$ cat src/rtl/alu_seq_ctrl.sv
// ALU control decoder plus execute stage: single-cycle ADD/SUB/AND/OR/SLT,
// iterative shift-add MUL, registered result behind a valid/ready handshake.
module alu_seq_ctrl #(
  parameter int WIDTH  = 16,
  parameter bit MUL_EN = 1'b1
) (
  input  logic             clk,
  input  logic             rst_n,
  input  logic [1:0]       ALUOp,
  input  logic [3:0]       Function,
  input  logic [WIDTH-1:0] A,
  input  logic [WIDTH-1:0] B,
  input  logic             InValid,
  output logic             InReady,
  output logic [2:0]       ALUControl,
  output logic [WIDTH-1:0] Result,
  output logic             Zero,
  output logic             Illegal,
  output logic             OutValid,
  input  logic             OutReady
);

  localparam int CW = $clog2(WIDTH + 1);

  typedef enum logic {S_IDLE, S_MUL} state_t;

  state_t           r_state;
  logic [WIDTH-1:0] r_mcand;
  logic [WIDTH-1:0] r_mplier;
  logic [WIDTH-1:0] r_acc;
  logic [CW-1:0]    r_cnt;

  logic [2:0]       w_code;
  logic             w_illegal;
  logic             w_is_mul;
  logic [WIDTH-1:0] w_res;
  logic             w_accept;

  always_comb begin
    w_code    = 3'b010;
    w_illegal = 1'b0;
    w_is_mul  = 1'b0;
    case (ALUOp)
      2'b10: w_code = 3'b010;
      2'b01: w_code = 3'b110;
      2'b00: begin
        case (Function)
          4'b0000: w_code = 3'b010;
          4'b0001: w_code = 3'b110;
          4'b0100: w_code = 3'b000;
          4'b0101: w_code = 3'b001;
          4'b1010: w_code = 3'b111;
          4'b1000: begin
            if (MUL_EN) begin
              w_code   = 3'b011;
              w_is_mul = 1'b1;
            end else begin
              w_illegal = 1'b1;
            end
          end
          default: w_illegal = 1'b1;
        endcase
      end
      default: w_illegal = 1'b1;
    endcase
  end

  always_comb begin
    w_res = '0;
    case (w_code)
      3'b110:  w_res = A - B;
      3'b000:  w_res = A & B;
      3'b001:  w_res = A | B;
      3'b111:  w_res[0] = ($signed(A) < $signed(B));
      default: w_res = A + B;
    endcase
  end

  assign InReady  = rst_n && (r_state == S_IDLE) && (!OutValid || OutReady);
  assign w_accept = InValid && InReady;

  // MUL runs WIDTH shift-add steps, then spends one extra cycle at count 0
  // publishing the accumulator, giving WIDTH+1 cycles from accept.
  always_ff @(posedge clk or negedge rst_n) begin
    if (!rst_n) begin
      r_state    <= S_IDLE;
      r_mcand    <= '0;
      r_mplier   <= '0;
      r_acc      <= '0;
      r_cnt      <= '0;
      ALUControl <= 3'b000;
      Result     <= '0;
      Zero       <= 1'b0;
      Illegal    <= 1'b0;
      OutValid   <= 1'b0;
    end else begin
      case (r_state)
        S_IDLE: begin
          if (w_accept) begin
            ALUControl <= w_code;
            Illegal    <= w_illegal;
            if (w_is_mul) begin
              r_state  <= S_MUL;
              r_mcand  <= A;
              r_mplier <= B;
              r_acc    <= '0;
              r_cnt    <= CW'(WIDTH);
              OutValid <= 1'b0;
            end else begin
              Result   <= w_res;
              Zero     <= (w_res == '0);
              OutValid <= 1'b1;
            end
          end else if (OutValid && OutReady) begin
            OutValid <= 1'b0;
          end
        end
        S_MUL: begin
          if (r_cnt != '0) begin
            if (r_mplier[0]) r_acc <= r_acc + r_mcand;
            r_mcand  <= r_mcand << 1;
            r_mplier <= r_mplier >> 1;
            r_cnt    <= r_cnt - CW'(1);
          end else begin
            Result   <= r_acc;
            Zero     <= (r_acc == '0);
            OutValid <= 1'b1;
            r_state  <= S_IDLE;
          end
        end
        default: r_state <= S_IDLE;
      endcase
    end
  end

endmodule

$ cat config.mk
export PLATFORM = sky130hd
export DESIGN_NAME = alu_seq_ctrl
export DESIGN_NICKNAME = d
export VERILOG_FILES = /design/src/rtl/alu_seq_ctrl.sv
export SDC_FILE = /design/constraint.sdc
export NUM_CORES = 1
export LEC_CHECK = 0
export CAP_MARGIN = 20
export CELL_PAD_IN_SITES_DETAIL_PLACEMENT = 1
export CELL_PAD_IN_SITES_GLOBAL_PLACEMENT = 2
export CORE_ASPECT_RATIO = 0.6
export CORE_MARGIN = 2
export CORE_UTILIZATION = 38
export CTS_CLUSTER_DIAMETER = 30
export DETAILED_ROUTE_END_ITERATION = 8
export PLACE_DENSITY = 0.83
export SETUP_SLACK_MARGIN = 0.05
export SLEW_MARGIN = 20
export SYNTH_ARGS = -nofsm -noshare
export SYNTH_HDL_FRONTEND = slang
export SYNTH_SLANG_ARGS = --single-unit
$ cat constraint.sdc
create_clock -name clk -period 5.3 [get_ports clk]
set_input_delay 1.06 -clock clk [delete_from_list [all_inputs] [get_ports clk]]
set_output_delay 1.06 -clock clk [all_outputs]
set_load 0.01 [all_outputs]
==> Implementation_results.wiki <==
{| class="wikitable"
! Metric !! Value
|-
| Status || finished clean
|-
| Cell family with most CP delay || compound AO/OA/AOI/OAI gates
|-
| Period utilization || 0.880
|-
| Number of buffers added for setup after CTS || 0
|-
| Clk Latency, worst-skew pair || 360 ps
|-
| Worst path slowest cell || sky130_fd_sc_hd__clkdlybuf4s50_1
|-
| Count of buffers inserted at the top-level ports || 64
|-
| Max incr delay on CP || 590 ps
|-
| Number of cells produced by synthesis || 778
|-
| Net switching power of the design || 1.82 mW
|-
| Fin crit period || 4660 ps
|-
| DR DRC count || 0
|-
| Number of flops mapped to enable cells by yosys || 0
|-
| Clk Tree Root Cell || sky130_fd_sc_hd__clkbuf_16
|-
| Die outline width || 173 µm
|-
| Io pins || 65
|-
| Clk slew on worst S/H paths || 70 ps
|-
| Number of DRC markers in iteration 0 || 457
|-
| Average footprint of a synthesized cell || 8.36 µm²
|-
| Sequential Power Share || 0.290
|-
| Setup crit end kind || flop
|-
| RSZ-0062 raised after global routing || false
|-
| Most used flip-flop cell after synthesis || sky130_fd_sc_hd__dfrtp_1
|-
| Overall die area || 0.0182 mm²
|-
| Setup WS post-layout || 637 ps
|-
| Detailed-route via count || 6194
|-
| Number of hold violations in the final report || 0
|-
| Total Negative Setup Slacks || 0 ps
|-
| Buf/Inv on CP || 3
|-
| Gr ovfl total || 0
|-
| Worst clock skew || 9.63 ps
|-
| Area of the core region || 0.0165 mm²
|-
| Resized cells post-CTS || 0
|-
| Final cell count without fillers || 1064
|-
| Critical path class || in2reg
|-
| Number of global-route vias before repair || 6294
|-
| Register area share after synthesis || 0.292
|-
| Number of warning messages in the yosys log || 0
|-
| Leak Pwr || 3.42 nW
|-
| Sequential Area || 0.00190 mm²
|-
| Maximum clock rate || 214 MHz
|-
| Antenna violations before repair || 0
|-
| Flip-flop and latch count after synthesis || 76
|-
| # rows || 36
|-
| Multi-input combinational cell area || 0.00420 mm²
|-
| Pre-antenna DRT Iters || 6
|-
| Wire per inst || 21.7 µm
|-
| Wire length of the first global-routing pass || 36.6 mm
|-
| Share of total power in the clock network || 0.157
|-
| Cell Pwr Density || 517 mW/mm²
|-
| Synthesized area || 0.00650 mm²
|-
| Level count of the clock H-tree || 3
|-
| Worst path most repeated cell || sky130_fd_sc_hd__o21ai_0
|-
| Final max-slew violation count || 0
|-
| # clock sinks || 76
|-
| Final setup violation count || 0
|-
| Antenna Cells || 0
|-
| Overall Global Routing Usage || 0.259
|-
| Internal power component || 2.16 mW
|-
| Maximum fanout encountered on the critical timing path || 8
|-
| Starting utilization of the core area || 0.394
|-
| Area growth from synthesis to layout || 18.2%
|-
| Worst slack after detailed placement || 290 ps
|-
| Instance count after placement with tap cells included || 1048
|-
| Via count normalized by instance count || 5.82
|-
| Layout filler cell count || 1966
|-
| Number of buffers added by the clock tree synthesis step || 9
|-
| Maximum clock path buffer count || 2
|-
| Slew at the pin closest to its max-slew limit || 799 ps
|-
| Async set-reset flop share out of synthesis || 1.00
|-
| Power share of the combinational group || 0.553
|-
| Die Height || 105 µm
|-
| Hold buffer count at CTS || 0
|-
| Critical path data arrival time || 4920 ps
|-
| Series of cell instances along the critical path || clkdlybuf4s50_1 > inv_1 > ha_1 > a2111oi_0 > buf_4 > o21ai_0 > a21oi_1 > mux2i_1 > nor4b_1 > o21ai_0 > nor4_1 > nand4_1 > o41ai_2
|-
| Syn nets || 890
|-
| Switching Fraction || 0.457
|-
| Required time of the worst setup path || 5560 ps
|-
| Nets || 943
|-
| Distinct cells, synth || 67
|-
| Largest net degree at the start of global routing || 77
|-
| Fraction of layout instances using a drive strength above 1 || 0.0562
|-
| Worst supply voltage drop on vdd || 195 µV
|-
| Placer Congestion || 0.914
|-
| Antenna-violating nets left || 0
|-
| Worst hold path class || reg2reg
|-
| Relative slew slack || 0.459
|-
| Worst hold slack || 491 ps
|-
| Number of max-cap violations || 0
|-
| CTS tree || yes
|-
| Total power || 3.98 mW
|-
| Startpoint type of the worst setup path || primary input
|-
| Total length of routed wires || 23.1 mm
|-
| Final HPWL DP || 17.6 mm
|}
power by group through the flow:
stage / clock (mW) / sequential, mW / combinational [mW]
global route: 0.656 / 1.20 / 2.42
global placement: 0 / 1.14 / 2.07
CTS: 0.638 / 1.15 / 2.19
floorplan: 0 / 1.06 / 1.49
detailed placement: 0 / 1.16 / 2.17
finish: 0.626 / 1.15 / 2.20
layer usage:
layer	part of all wire	global-route usage
met5	0	0
met4	0.013	0.0533
met3	0.055	0.0523
met2	0.42	0.393
met1	0.51	0.380
final timing paths:
path	start	end	slack, ps	depth (start not counted)
max in group asynchronous	rst_n	r_state$_DFF_PN0_	3900	2
hold reg to reg	Illegal$_DFFE_PN0P_	Illegal$_DFFE_PN0P_	490	2
hold / removal	Illegal$_DFFE_PN0P_	Illegal$_DFFE_PN0P_	490	2
setup reg to reg	r_state$_DFF_PN0_	Zero$_DFFE_PN0P_	2200	8
setup / recovery	A[4]	Zero$_DFFE_PN0P_	640	13
min in group asynchronous	rst_n	r_cnt[0]$_DFFE_PN0P_	830	2
Yosys cell counts, types with 15 or more instances:
library cell               instances  area (µm²)
sky130_fd_sc_hd__dfrtp_1          76        1900
sky130_fd_sc_hd__nor2_1           76         285
sky130_fd_sc_hd__inv_1            66         248
sky130_fd_sc_hd__o21ai_0          44         220
sky130_fd_sc_hd__a211oi_1         15         113
sky130_fd_sc_hd__clkbuf_1         34         128
sky130_fd_sc_hd__mux2i_1          40         400
sky130_fd_sc_hd__a21oi_1          74         370
sky130_fd_sc_hd__ha_1             67         838
sky130_fd_sc_hd__nand2_1          61         229
layout make-up:
cell class              count  area share
multi-input cells         597       0.546
flip-flops and latches     76       0.248
repair buffers             80      0.0991
well taps                 228      0.0371
clock buffers              11      0.0329
inverters                  67      0.0327
clock inverters             5     0.00456
registers in the layout, summed over array words and instances, names as in the netlist:
signal	flops
Zero	1
r_state	1
Illegal	1
r_acc	16
ALUControl	3
OutValid	1
r_mplier	16
Result	16
r_cnt	5
r_mcand	16
worst reg2reg max path, stage by stage, from the launching register on:
cell	delay, ps
sky130_fd_sc_hd__dfrtp_2	660
sky130_fd_sc_hd__nand4bb_1	580
sky130_fd_sc_hd__nor2_1	260
sky130_fd_sc_hd__o21ai_2	110
sky130_fd_sc_hd__a2111oi_2	370
sky130_fd_sc_hd__nand4_1	140
sky130_fd_sc_hd__nor4_1	370
sky130_fd_sc_hd__nand4_1	190
sky130_fd_sc_hd__o41ai_2	330
cells by family after synthesis:
logic type,count (synthesis),synth area share
compound gates,245,0.252
simple gates,219,0.159
buf+inv,105,0.0631
flops,76,0.292
fa+ha+maj,70,0.138
mux,45,0.0702
xor+xnor,18,0.0242
placed cells by master, fill, tap and decap left out, types with 9 or more instances in the layout:
master and instances:
sky130_fd_sc_hd__a211oi_1 15, sky130_fd_sc_hd__a22o_1 13, sky130_fd_sc_hd__nor4_1 10, sky130_fd_sc_hd__ha_1 67, sky130_fd_sc_hd__a21o_1 9, sky130_fd_sc_hd__nand2_1 60
sky130_fd_sc_hd__clkdlybuf4s50_1 63, sky130_fd_sc_hd__o21ai_0 43, sky130_fd_sc_hd__o31ai_1 9, sky130_fd_sc_hd__inv_1 66, sky130_fd_sc_hd__nor3_1 13, sky130_fd_sc_hd__mux2i_1 40
sky130_fd_sc_hd__clkbuf_16 9, sky130_fd_sc_hd__dfrtp_1 75, sky130_fd_sc_hd__buf_4 16, sky130_fd_sc_hd__nor2_1 76, sky130_fd_sc_hd__xnor2_1 13, sky130_fd_sc_hd__o21bai_1 13
sky130_fd_sc_hd__o211ai_1 10, sky130_fd_sc_hd__nand3_1 11, sky130_fd_sc_hd__a21oi_1 74
stage by stage:
step	cell area [µm²]	utilization
floorplan	6500	-
global placement	7390	0.449
detailed placement	7390	0.449
CTS	7680	0.466
global route	7690	0.466
finish	7690	0.466
No activity file was read; power rests on OpenSTA's default activity.
